<file path="src/rtl/imem_loader.sv">
// Program loader and writer side of the 16-word instruction memory.
// Holds the core in reset until a framed byte stream loads with a good checksum.
//
//   state | meaning
//   IDLE  | after reset, waiting for start
//   HDR   | expecting 0xA5 header byte
//   CNT   | expecting word count N (1..16)
//   HI    | expecting high byte of the next word
//   LO    | expecting low byte; writes the word
//   CHK   | expecting XOR checksum of all data bytes
//   DONE  | load good, core released from reset
//   ERR   | load failed, core held in reset
module imem_loader (
    input  logic        clk,
    input  logic        resetn,
    input  logic        start,
    input  logic [7:0]  rx_data,
    input  logic        rx_valid,
    output logic        rx_ready,
    input  logic [3:0]  fetch_addr,
    output logic [15:0] fetch_data,
    output logic        core_resetn,
    output logic        busy,
    output logic        done,
    output logic        err
);

    localparam int DEPTH  = 16;
    localparam int ADDR_W = 4;

    typedef enum logic [2:0] {
        S_IDLE,
        S_HDR,
        S_CNT,
        S_HI,
        S_LO,
        S_CHK,
        S_DONE,
        S_ERR
    } state_t;

    state_t      state;
    state_t      state_nxt;

    logic [15:0] mem [DEPTH];
    logic [4:0]  wr_addr;
    logic [4:0]  cnt_n;
    logic [7:0]  xor_acc;
    logic [7:0]  hi_reg;

    logic        accept;
    logic        clr_load;
    logic        lat_cnt;
    logic        ld_hi;
    logic        wr_word;
    logic        last_word;

    assign busy        = (state == S_HDR) || (state == S_CNT) || (state == S_HI) ||
                         (state == S_LO)  || (state == S_CHK);
    assign rx_ready    = busy;
    assign done        = (state == S_DONE);
    assign err         = (state == S_ERR);
    assign core_resetn = (state == S_DONE);
    assign accept      = rx_valid && busy;
    assign last_word   = ((wr_addr + 5'd1) == cnt_n);
    assign fetch_data  = mem[fetch_addr];

    always_ff @(posedge clk or negedge resetn) begin
        if (!resetn) begin
            state <= S_IDLE;
        end else begin
            state <= state_nxt;
        end
    end

    always_comb begin
        state_nxt = state;
        clr_load  = 1'b0;
        lat_cnt   = 1'b0;
        ld_hi     = 1'b0;
        wr_word   = 1'b0;
        case (state)
            S_IDLE, S_DONE, S_ERR: begin
                if (start) begin
                    state_nxt = S_HDR;
                    clr_load  = 1'b1;
                end
            end
            S_HDR: begin
                if (accept) begin
                    state_nxt = (rx_data == 8'hA5) ? S_CNT : S_ERR;
                end
            end
            S_CNT: begin
                if (accept) begin
                    if ((rx_data >= 8'd1) && (rx_data <= 8'd16)) begin
                        state_nxt = S_HI;
                        lat_cnt   = 1'b1;
                    end else begin
                        state_nxt = S_ERR;
                    end
                end
            end
            S_HI: begin
                if (accept) begin
                    state_nxt = S_LO;
                    ld_hi     = 1'b1;
                end
            end
            S_LO: begin
                if (accept) begin
                    state_nxt = last_word ? S_CHK : S_HI;
                    wr_word   = 1'b1;
                end
            end
            S_CHK: begin
                if (accept) begin
                    state_nxt = (rx_data == xor_acc) ? S_DONE : S_ERR;
                end
            end
            default: state_nxt = S_IDLE;
        endcase
    end

    // Load bookkeeping: count, address, running XOR and the pending high byte.
    always_ff @(posedge clk or negedge resetn) begin
        if (!resetn) begin
            wr_addr <= '0;
            cnt_n   <= '0;
            xor_acc <= '0;
            hi_reg  <= '0;
        end else begin
            if (clr_load) begin
                wr_addr <= '0;
                xor_acc <= '0;
            end
            if (lat_cnt) begin
                cnt_n <= rx_data[4:0];
            end
            if (ld_hi) begin
                hi_reg  <= rx_data;
                xor_acc <= xor_acc ^ rx_data;
            end
            if (wr_word) begin
                xor_acc <= xor_acc ^ rx_data;
                wr_addr <= wr_addr + 5'd1;
            end
        end
    end

    // Memory clears on reset so an aborted load never leaves a partial program.
    always_ff @(posedge clk or negedge resetn) begin
        if (!resetn) begin
            for (int i = 0; i < DEPTH; i++) begin
                mem[i] <= '0;
            end
        end else if (wr_word) begin
            mem[wr_addr[ADDR_W-1:0]] <= {hi_reg, rx_data};
        end
    end

endmodule

</file>
<file path="config.mk">
export PLATFORM = sky130hd
export DESIGN_NAME = imem_loader
export DESIGN_NICKNAME = d
export VERILOG_FILES = /design/src/rtl/imem_loader.sv
export SDC_FILE = /design/constraint.sdc
export NUM_CORES = 1
export LEC_CHECK = 0
export BUFFER_PORTS_ARGS = -buffer_cell sky130_fd_sc_hd__buf_4
export CORE_MARGIN = 8
export CORE_UTILIZATION = 50
export DETAILED_ROUTE_END_ITERATION = 16
export PLACE_DENSITY = 0.66
export SLEW_MARGIN = 5
export SYNTH_ARGS = -nofsm -noshare
export SYNTH_HDL_FRONTEND = slang
export SYNTH_SLANG_ARGS = --single-unit
</file>
<file path="constraint.sdc">
create_clock -name clk -period 5.9 [get_ports clk]
set_input_delay 0.885 -clock clk [delete_from_list [all_inputs] [get_ports clk]]
set_output_delay 0.885 -clock clk [all_outputs]
set_load 0.03 [all_outputs]
</file>
Word-level counts from Yosys, hierarchy flattened. Index checks and enable logic that the tools add are counted.

Flip-flop bits (word level): 285. Input port bits: 16. Output and inout bits: 21. Word-level logic and storage cells: 88.

Add/sub/neg operators: 1. Order comparisons: 5. Equal/unequal tests: 16. Mux-type cells: 30. Bitwise logic cells: 3. Reduce and logical (&&, ||, !) cells: 12.

Operator list (number): $bwmux W256 (1); $bmux W16 S4 (1); $demux W16 S4 (1); $mux W16 (3); $mux W3 (9); $mux W8 (3); $pmux W3 S6 (1); $eq A3 B3 Y1 const B (4); $ne A2 B2 Y1 const B (6); $ge A5 B5 Y1 const B (2); $mux W5 (2); $not A4 Y5 (2); $mux W1 (9); $eq A8 B8 Y1 (1); $eq A8 B8 Y1 const B (1); $ge A8 B1 Y1 const B (1); $le A8 B5 Y1 const B (1); $xor A8 B8 Y8 (1); $eq A3 B2 Y1 const B (2); $reduce_and A6 Y1 (1); $add A5 B1 Y5 const B (1); $eq A5 B5 Y1 (1); $lt A5 B1 Y1 const B (1); $logic_or A1 B1 Y1 (4); 6 further kinds (8).

Depth between registers and ports, before layout. Gate-level depths: netlist (run 1).

Depth in word-level cells: 10. Mapped depth: 8.

Worst setup path after synthesis (run 1). No wires, ideal clock.

Kind: input to output. From: input port fetch_addr[0]. To: output port fetch_data[0]. Arrival: 2.496 ns. Required time: 5.015 ns. Slack: 2.519 ns. Stages on the path: 4. Buffers on the path: 2. Path through: buf_2 > buf_2 > mux4_2 > mux4_2.

Word-level cells in the longest chain between the ends: 4.

Ends and longest elaborated chain: start: declaration (line 20) `input logic [3:0] fetch_addr,`; $not A4 Y5 (implied by the code) (line 66) `assign fetch_data = mem[fetch_addr];`; $bmux W16 S4 (line 66); $mux W16 (implied by the code) (2 in series) (line 66); end: declaration (line 21) `output logic [15:0] fetch_data,`.

Every way passes these cells. The select of a mux whose other input is x is not followed.

Worst setup path after layout (run 1).
From: input port fetch_addr[0]. To: output port fetch_data[11].

Same word-level chain as after synthesis.

==> results.yml, run 1 <==
setup_path:
  crit_path_cell_trace: "buf_4, buf_12, mux4_2, mux4_2, buf_4"
  crit_end: "fetch_data[11]"
  worst_setup_path_end_kind: "output pin"
  r2r_start: "state[2]$_DFFE_PN0P_"
  r2r_slack_ps: 3080
  critPathLaunchType: "input pin"
  cpMaxStageDelayCell: "buf_4"
  worst_path_largest_cell_delay_ps: 670
  reg2reg_depth: 4
  worst_ep_arrival_time_ps: 3130
  crit_fanout: 42
  required_ps: 5020
  critPathLaunch: "fetch_addr[0]"
  critPathKind: "in -> out"
  r2r_end: "mem[28]$_DFFE_PN0P_"
sta:
  max_freq_ghz: 0.249
  max_slew_margin_pct: 29.8
  final.setup.tns_ps: 0
  clock_skew_ps: 26.7
  finalSetupViolCount: 0
  worstMarginPinSlew_ps: 1050
  rsz0062_at_grt: "false"
  whs_ps: 302
  slew_violations: 0
  finalCriticalPeriod_ps: 4020
  hold_viol: 0
  fin_crit_sh_pct: 68.1
global_route:
  grt_pass1_vias: 7976
  grt_antenna_before_repair: 0
  grt_overflow_total: 0
  grt_start_max_net_pins: 204
  grt_pass1_wl_um: 48900
  track_usage_pct: 19.2
drt:
  ant_nets: 0
  num_vias: 7403
  drt_first_pass_iters: 5
  drtIter0Drc: 575
  drc: 0
  wirelength_um: 31200
  viasPerCell: 6.10
  wire_per_inst_um: 25.7
final_layout:
  n_fill_cell: 2122
  num-nets-final: 874
  largest_reg_flops: 256
  antenna_cells: 0
  final_common_cell: "dfrtp_1"
  final_cell_mix: "dfrtp_1, mux2_2, mux4_2, mux2_4, buf_4"
  syn_to_final_growth_pct: 9.35
  drive_above_1_share_pct: 51.4
synth:
  synth-edff-count: 0
  postSynthCellCount: 859
  synth-warning-count: 0
  synth_area_um2: 13500
  synthFlopType: "dfrtp_1"
  seq_area_frac_synth_pct: 52.6
  async_flop_share_pct: 100
  synth_top_area_share_pct: 52.6
  synth_cell_types: 51
  syn_nets: 880
  synth_top_area_cell: "dfrtp_1"
  synthTopCellsByArea: "dfrtp_1, mux2_2, mux4_2"
  syn_area_per_cell_um2: 15.8
  ys_ff_latch: 285
power_and_ir_drop:
  seqPwrFrac_pct: 48.4
  pwr-share-clk_pct: 35.5
  swShare_pct: 28.4
  switchingPower_mw: 1.44
  cellPowerDensity_nw_per_um2: 341
  ir_drop_mv: 0.231
  p_leak_nw: 7.20
  intPower_mw: 3.62
  pwr-share-comb_pct: 16.1
die:
  initial_core_util_pct: 50.6
  die_w_um: 181
  core-area_um2: 26800
  rows: 60
  die_h_um: 181
  ios: 37
  die_area_um2: 32600
place:
  gp_congestion: 0.787
  dpl.hpwl_um: 17500
  port_buffers: 36
clocking:
  hold_buffers: 0
  clk_pin_slew_ps: 60
  post_cts_resized: 0
  cts_buffers: 31
  clk_latency_ps: 550
  cts_setup_buffers: 0
  cts_tree: "built"
  cts_max_level: 1
  clock-sinks: 285
  cts-root-buf: "clkbuf_16"
  clk_path_buf_depth: 3
flow_run:
  max_cap_violations: 0
run_status:
  outcome: "finished, final reports clean"
min_path:
  hold_path.class: "in -> async"
-- layout make-up --
| class | instances | area [um^2] | area share, % |
|---|---|---|---|
| clock buffers | 44 | 855 | 5.77 |
| clock inverters | 9 | 76.3 | 0.515 |
| inverters | 7 | 26.3 | 0.177 |
| multi-input cells | 490 | 5980 | 40.4 |
| flip-flops and latches | 285 | 7130 | 48.1 |
| well taps | 341 | 427 | 2.88 |
| repair buffers | 38 | 318 | 2.14 |
-- worst max-delay path, delay by kind of cell --
kind / cells / cell delay [ps]
buf+inv: 3 / 1170
mux: 2 / 1040
-- power by group through the flow --
stage / sequential, mW / combinational (mW) / clock, mW
4_1_cts: 2.44 / 0.820 / 1.84
3_5_place_dp: 2.47 / 0.817 / 0
6_report: 2.45 / 0.812 / 1.80
3_3_place_gp: 2.45 / 0.777 / 0
2_1_floorplan: 2.31 / 0.733 / 0
5_1_grt: 2.49 / 0.880 / 1.93
-- cells in the mapped netlist, types with 3 or more instances --
cell type,count
ha_1,5
nand3_4,4
nor2_1,16
o21ai_0,21
buf_6,5
clkbuf_1,39
and3_1,3
mux2_2,229
xnor2_1,5
nor4_1,4
nand3_2,8
buf_2,24
mux2_4,40
inv_1,7
a22o_1,3
nand2b_1,10
xor2_1,11
nand2_1,6
dfrtp_1,285
mux4_2,80
nor2b_1,4
buf_4,5
a21oi_1,5
nand2_2,4
-- stage by stage --
step / utilization, % / area (um^2) / cells / setup WS, ps / power [mW]
floorplan: - / 13500 / 859 / 2520 / 3.04
global placement: 51.8 / 13900 / 1161 / 1820 / 3.22
detailed placement: 51.8 / 13900 / 1161 / 1790 / 3.29
CTS: 55.3 / 14800 / 1214 / 1780 / 5.11
global route: 55.3 / 14800 / 1214 / 1700 / 5.30
finish: 55.3 / 14800 / 1214 / 1880 / 5.05
-- routing by layer --
metal / share of wire (%) / wire (um) / track usage, %
met1: 43 / 13600 / 25.9
met2: 49 / 15400 / 32.3
met3: 4.6 / 1440 / 2.60
met4: 2.5 / 782 / 5.42
met5: 0 / 0 / 0
-- kinds of logic (layout without fill, tap and decap cells) --
logic type	count (synthesis)	count (layout)	share of synthesized area (%)
AOI/OAI and AO/OA	42	42	1.93
xor gates and xnor gates	16	16	1.03
muxes	351	351	36.9
buffers and inverters	84	98	3.20
and+or+nand+nor	76	76	3.80
adders and majority gates	5	5	0.462
DFF	285	285	52.6
-- worst min-delay path by stage --
stage	startpoint	to	cells after the start
after floorplan	mem[144]$_DFFE_PN0P_	mem[144]$_DFFE_PN0P_	1
after global placement	mem[223]$_DFFE_PN0P_	mem[223]$_DFFE_PN0P_	1
after detailed placement	mem[148]$_DFFE_PN0P_	mem[148]$_DFFE_PN0P_	1
after CTS	resetn	xor_acc[0]$_DFFE_PN0P_	1
after global routing	resetn	xor_acc[5]$_DFFE_PN0P_	1
final	resetn	xor_acc[4]$_DFFE_PN0P_	1
Power figures use the tool's default switching activity.
==> run 2, diff against run 1 <==
--- a/config.mk
+++ b/config.mk
@@ -5,6 +5,7 @@
 export SDC_FILE = /design/constraint.sdc
 export NUM_CORES = 1
 export LEC_CHECK = 0
+export ABC_AREA = 1
 export BUFFER_PORTS_ARGS = -buffer_cell sky130_fd_sc_hd__buf_4
 export CORE_MARGIN = 8
 export CORE_UTILIZATION = 50
==> constraint.sdc (replaced) <==
create_clock -name clk -period 4.1 [get_ports clk]
set_input_delay 0.615 -clock clk [delete_from_list [all_inputs] [get_ports clk]]
set_output_delay 0.615 -clock clk [all_outputs]
set_load 0.03 [all_outputs]
==> results.yml, run 2 <==
clocking:
  cts_setup_buffers: 0
  cts_max_level: 1
  clock-sinks: 285
  cts_tree: "built"
  cts-root-buf: "clkbuf_16"
  post_cts_resized: 0
  cts_buffers: 31
  clk_latency_ps: 550
  clk_pin_slew_ps: 60
  hold_buffers: 0
  clk_path_buf_depth: 3
setup_path:
  critPathLaunchType: "input pin"
  path_buf_inv: 4
  critical-path-top-delay-family: "buffers and inverters"
  critPathKind: "in -> out"
  worst_path_largest_cell_delay_ps: 590
  required_ps: 3480
  cpMaxStageDelayCell: "inv_1"
  worst_ep_arrival_time_ps: 2190
  worst_setup_path_end_kind: "output pin"
  crit_fanout: 16
  crit_path_cell_trace: "buf_4, inv_1, buf_4, nand3_1, nand3_1, nand2_1, buf_4"
  cpMostUsedCell: "buf_4"
synth:
  synth.most_common_cell: "dfrtp_1"
  seq_area_frac_synth_pct: 52.3
  async_flop_share_pct: 100
  synth_top_area_share_pct: 52.3
  syn_nets: 1682
  syn_area_per_cell_um2: 8.21
  synth_top_area_cell: "dfrtp_1"
  postSynthCellCount: 1661
  ys_ff_latch: 285
  synthFlopType: "dfrtp_1"
  ys_top_cells_by_count: "dfrtp_1, nand2_1, o21ai_0, a21oi_1, inv_1"
  synth-warning-count: 0
  synth_cell_types: 31
  synth-edff-count: 0
  synth_area_um2: 13600
  synthTopCellsByArea: "dfrtp_1, nand2_1, o21ai_0"
die:
  ios: 37
  rows: 60
  die_h_um: 181
  initial_core_util_pct: 50.7
  die_area_um2: 32800
  die_w_um: 181
  core-area_um2: 26900
global_route:
  grt_pass1_vias: 10700
  grt_start_max_net_pins: 100
  grt_pass1_wl_um: 59100
  grt_antenna_before_repair: 0
  grt_overflow_total: 0
  track_usage_pct: 22.4
drt:
  drc: 0
  viasPerCell: 5.55
  drtIter0Drc: 1101
  dr.max_layer_used: "met4"
  wire_per_inst_um: 18.4
  ant_nets: 0
  wirelength_um: 36700
  route.met3.wl_um: 1680
  num_vias: 11100
  dr_wl_met2_um: 16900
  drt_first_pass_iters: 5
  wl_met1_um: 17100
sta:
  rsz0062_at_grt: "false"
  hold_viol: 0
  timing.final.ws_setup_ps: 1290
  final.setup.tns_ps: 0
  slew_violations: 0
  max_slew_margin_pct: 32.0
  fin_crit_sh_pct: 68.5
  worstMarginPinSlew_ps: 1010
  finalCriticalPeriod_ps: 2810
  max_freq_ghz: 0.356
  clock_skew_ps: 8.07
  finalSetupViolCount: 0
power_and_ir_drop:
  design_power_total_mw: 8.69
  pwr-share-comb_pct: 22.7
  swShare_pct: 32.7
  switchingPower_mw: 2.84
  seqPwrFrac_pct: 46.4
  cellPowerDensity_nw_per_um2: 581
  p_leak_nw: 6.74
  intPower_mw: 5.84
  ir_drop_mv: 0.408
  pwr-share-clk_pct: 31.0
final_layout:
  final_cell_mix: "dfrtp_1, nand2_1, o21ai_0, a21oi_1, inv_1"
  n_fill_cell: 2482
  syn_to_final_growth_pct: 9.62
  final_cell_count_no_fill: 1995
  final_common_cell: "dfrtp_1"
  largest_reg_flops: 256
  num-nets-final: 1651
  drive_above_1_share_pct: 8.35
  fin_util_pct: 55.6
place:
  gp_congestion: 0.813
  dpl.hpwl_um: 21600
  port_buffers: 36
  placed_cells: 1938
  place_ws_ps: 1310
run_status:
  outcome: "finished, final reports clean"
min_path:
  hold_path.class: "in -> async"
flow_run:
  max_cap_violations: 0
-- run 2: cell type report --
cell class                      instances  area [um^2]  share of cell area [%]
Clock buffer                           48          910                    6.09
Timing Repair Buffer                   61          519                    3.47
Inverter                              179          674                    4.51
Antenna cell                            1         2.50                  0.0167
Clock inverter                          8         67.6                   0.452
Sequential cell                       285         7130                    47.7
Tap cell                              341          427                    2.85
Multi-Input combinational cell       1072         5210                    34.9
-- run 2: worst paths after layout --
| check | startpoint | to | slack, ps | depth (start not counted) |
|---|---|---|---|---|
| max in group asynchronous | resetn | mem[3]$_DFFE_PN0P_ | 3030 | 2 |
| worst min-delay path | resetn | mem[227]$_DFFE_PN0P_ | 100 | 1 |
| worst max-delay path | fetch_addr[2] | fetch_data[0] | 1290 | 7 |
| worst min register to register | mem[143]$_DFFE_PN0P_ | mem[143]$_DFFE_PN0P_ | 490 | 2 |
| min in group clk | rx_data[1] | mem[225]$_DFFE_PN0P_ | 410 | 3 |
| worst max register to register | state[1]$_DFFE_PN0P_ | mem[199]$_DFFE_PN0P_ | 1560 | 8 |
-- run 2: power by group through the flow --
stage          logic (mW)  clock network, mW  registers (mW)
3_5_place_dp         1.96                  0            4.07
6_report             1.97               2.69            4.03
2_1_floorplan        1.61                  0            3.85
5_1_grt              2.26               2.84            4.12
4_1_cts              1.98               2.73            4.03
3_3_place_gp         1.90                  0            4.06
-- run 2: per-layer routing --
layer  track usage, %  vias to the layer above
met5                0                        -
met4             6.92                        0
met3             2.47                       61
met2             36.1                      306
met1             31.3                     5311
li1                 -                     5385
-- run 2: cell families (layout without fill, tap and decap cells) --
logic type	count (synthesis)	count (layout)	share of synthesized area, %
simple gates	548	548	17.0
compound gates	511	511	20.3
buf+inv	304	296	9.45
flops	285	285	52.3
xor+xnor	8	8	0.514
fa+ha+maj	5	5	0.459
other cells	0	1	0
-- run 2: per-stage QoR --
stage	hold slack [ps]	instance area (um^2)
floorplan	319	13600
global placement	468	14000
detailed placement	473	14000
CTS	143	14900
global route	155	14900
finish	103	14900
==> run 3, diff against run 2 <==
--- a/config.mk
+++ b/config.mk
@@ -10,7 +10,7 @@
 export CORE_MARGIN = 8
 export CORE_UTILIZATION = 50
 export DETAILED_ROUTE_END_ITERATION = 16
-export PLACE_DENSITY = 0.66
+export PLACE_DENSITY = 0.69
 export SLEW_MARGIN = 5
 export SYNTH_ARGS = -nofsm -noshare
 export SYNTH_HDL_FRONTEND = slang
==> constraint.sdc (replaced) <==
create_clock -name clk -period 2.3 [get_ports clk]
set_input_delay 0.345 -clock clk [delete_from_list [all_inputs] [get_ports clk]]
set_output_delay 0.345 -clock clk [all_outputs]
set_load 0.03 [all_outputs]
==> results.yml, run 3 (same netlist as run 2, synthesis figures left out) <==
clocking:
  cts_tree: "built"
  cts-root-buf: "clkbuf_16"
  post_cts_resized: 0
  clock-sinks: 285
  hold_buffers: 1
  clk_latency_ps: 540
  cts_buffers: 29
  cts_max_level: 1
  clk_path_buf_depth: 3
  clk_pin_slew_ps: 60
  cts_setup_buffers: 0
die:
  die_w_um: 181
  rows: 60
  ios: 37
  initial_core_util_pct: 50.7
  core-area_um2: 26900
  die_area_um2: 32800
  die_h_um: 181
drt:
  drtIter0Drc: 991
  wire_per_inst_um: 18.2
  num_vias: 11200
  route.met3.wl_um: 2450
  wirelength_um: 36700
  dr.max_layer_used: "met4"
  drc: 0
  viasPerCell: 5.58
  dr_wl_met2_um: 17100
  wl_met1_um: 16300
  drt_first_pass_iters: 7
  ant_nets: 0
global_route:
  grt_pass1_wl_um: 59100
  grt_overflow_total: 0
  grt_start_max_net_pins: 60
  grt_pass1_vias: 10800
  grt_antenna_before_repair: 0
  track_usage_pct: 22.5
sta:
  fin_crit_sh_pct: 87.9
  whs_ps: 141
  slew_violations: 0
  max_slew_margin_pct: 65.5
  finalCriticalPeriod_ps: 2020
  final.setup.tns_ps: 0
  finalSetupViolCount: 0
  clock_skew_ps: 8.19
  worstMarginPinSlew_ps: 512
  rsz0062_at_grt: "false"
  max_freq_ghz: 0.495
  hold_viol: 0
  timing.final.ws_setup_ps: 279
final_layout:
  largest_reg_flops: 256
  final_cell_mix: "dfrtp_1, nand2_1, o21ai_0, a21oi_1, inv_1"
  n_fill_cell: 2396
  num-nets-final: 1672
  syn_to_final_growth_pct: 13.5
  antenna_cells: 0
  final_common_cell: "dfrtp_1"
  drive_above_1_share_pct: 9.63
  final_cell_count_no_fill: 2013
setup_path:
  cpMostUsedCell: "nand3_1"
  reg2reg_depth: 8
  r2r_slack_ps: 400
  crit_path_cell_trace: "inv_1, a21oi_1, o21ai_0, nand3_1, nand3_1, nand2_1, buf_4"
  path_buf_inv: 2
  critical-path-top-delay-family: "flip-flops"
  crit_fanout: 2
  worst_ep_arrival_time_ps: 1680
  worst_setup_path_end_kind: "output pin"
  cpMaxStageDelayCell: "dfrtp_1"
  required_ps: 1960
  critPathLaunchType: "register"
  worst-path-stages: 7
  worst_path_largest_cell_delay_ps: 360
  critPathKind: "reg -> out"
flow_run:
  max_cap_violations: 0
power_and_ir_drop:
  p_leak_nw: 6.97
  cellPowerDensity_nw_per_um2: 1030
  ir_drop_mv: 0.647
  design_power_total_mw: 15.9
place:
  place_ws_ps: 373
  placed_cells: 1960
  dpl.hpwl_um: 22200
  gp_congestion: 0.835
  port_buffers: 36
min_path:
  hold_path.class: "in -> reg"
  whs_path_depth: 3
run_status:
  outcome: "finished, final reports clean"
## run 3: cell types whose count changed in the layout (fill, tap and decap cells not counted), sizes merged
| cell | before | now |
|---|---|---|
| dlygate4sd3 | 0 | 1 |
| buf | 61 | 83 |
| diode | 1 | 0 |
| clkinv | 12 | 11 |
| bufinv | 1 | 7 |
| clkbuf | 48 | 39 |
## run 3: power breakdown
group | leakage (nW) | switching [mW] | internal (mW)
registers | 3.39 | 0.812 | 6.34
logic | 3.06 | 2.27 | 1.33
clock network | 0.518 | 1.93 | 3.25
## run 3: path summary, 6_finish.rpt
kind,from,end
max,mem[37]$_DFFE_PN0P_,fetch_data[5]
min,rx_data[1],mem[225]$_DFFE_PN0P_
max reg2reg,state[1]$_DFFE_PN0P_,mem[156]$_DFFE_PN0P_
min reg2reg,mem[142]$_DFFE_PN0P_,mem[142]$_DFFE_PN0P_
max in group asynchronous,resetn,mem[51]$_DFFE_PN0P_
min in group asynchronous,resetn,mem[47]$_DFFE_PN0P_
## run 3: tightest hold or removal path, cell delays in order
cell and delay (ps):
buf_4 170, nand2_1 70, o21ai_1 50
## run 3: layer usage
| layer | global-route usage (%) | vias up |
|---|---|---|
| met3 | 3.71 | 63 |
| li1 | - | 5416 |
| met4 | 6.20 | 0 |
| met5 | 0 | - |
| met1 | 30.6 | 5378 |
| met2 | 36.6 | 373 |
## run 3: stage by stage
stage	util, %	instance area (um^2)
6_report	57.6	15500
5_1_grt	57.6	15500
4_1_cts	57.6	15500
3_5_place_dp	53.6	14400
3_3_place_gp	53.6	14400
2_1_floorplan	-	13600
## run 3: final cells by class
type	count	area (um^2)	share of cell area, %
multi-input cells	1072	5210	33.7
well taps	341	427	2.76
clock buffers	39	813	5.26
clock inverters	13	246	1.59
repair buffers	84	970	6.27
inverters	179	674	4.36
flip-flops and latches	285	7130	46.1
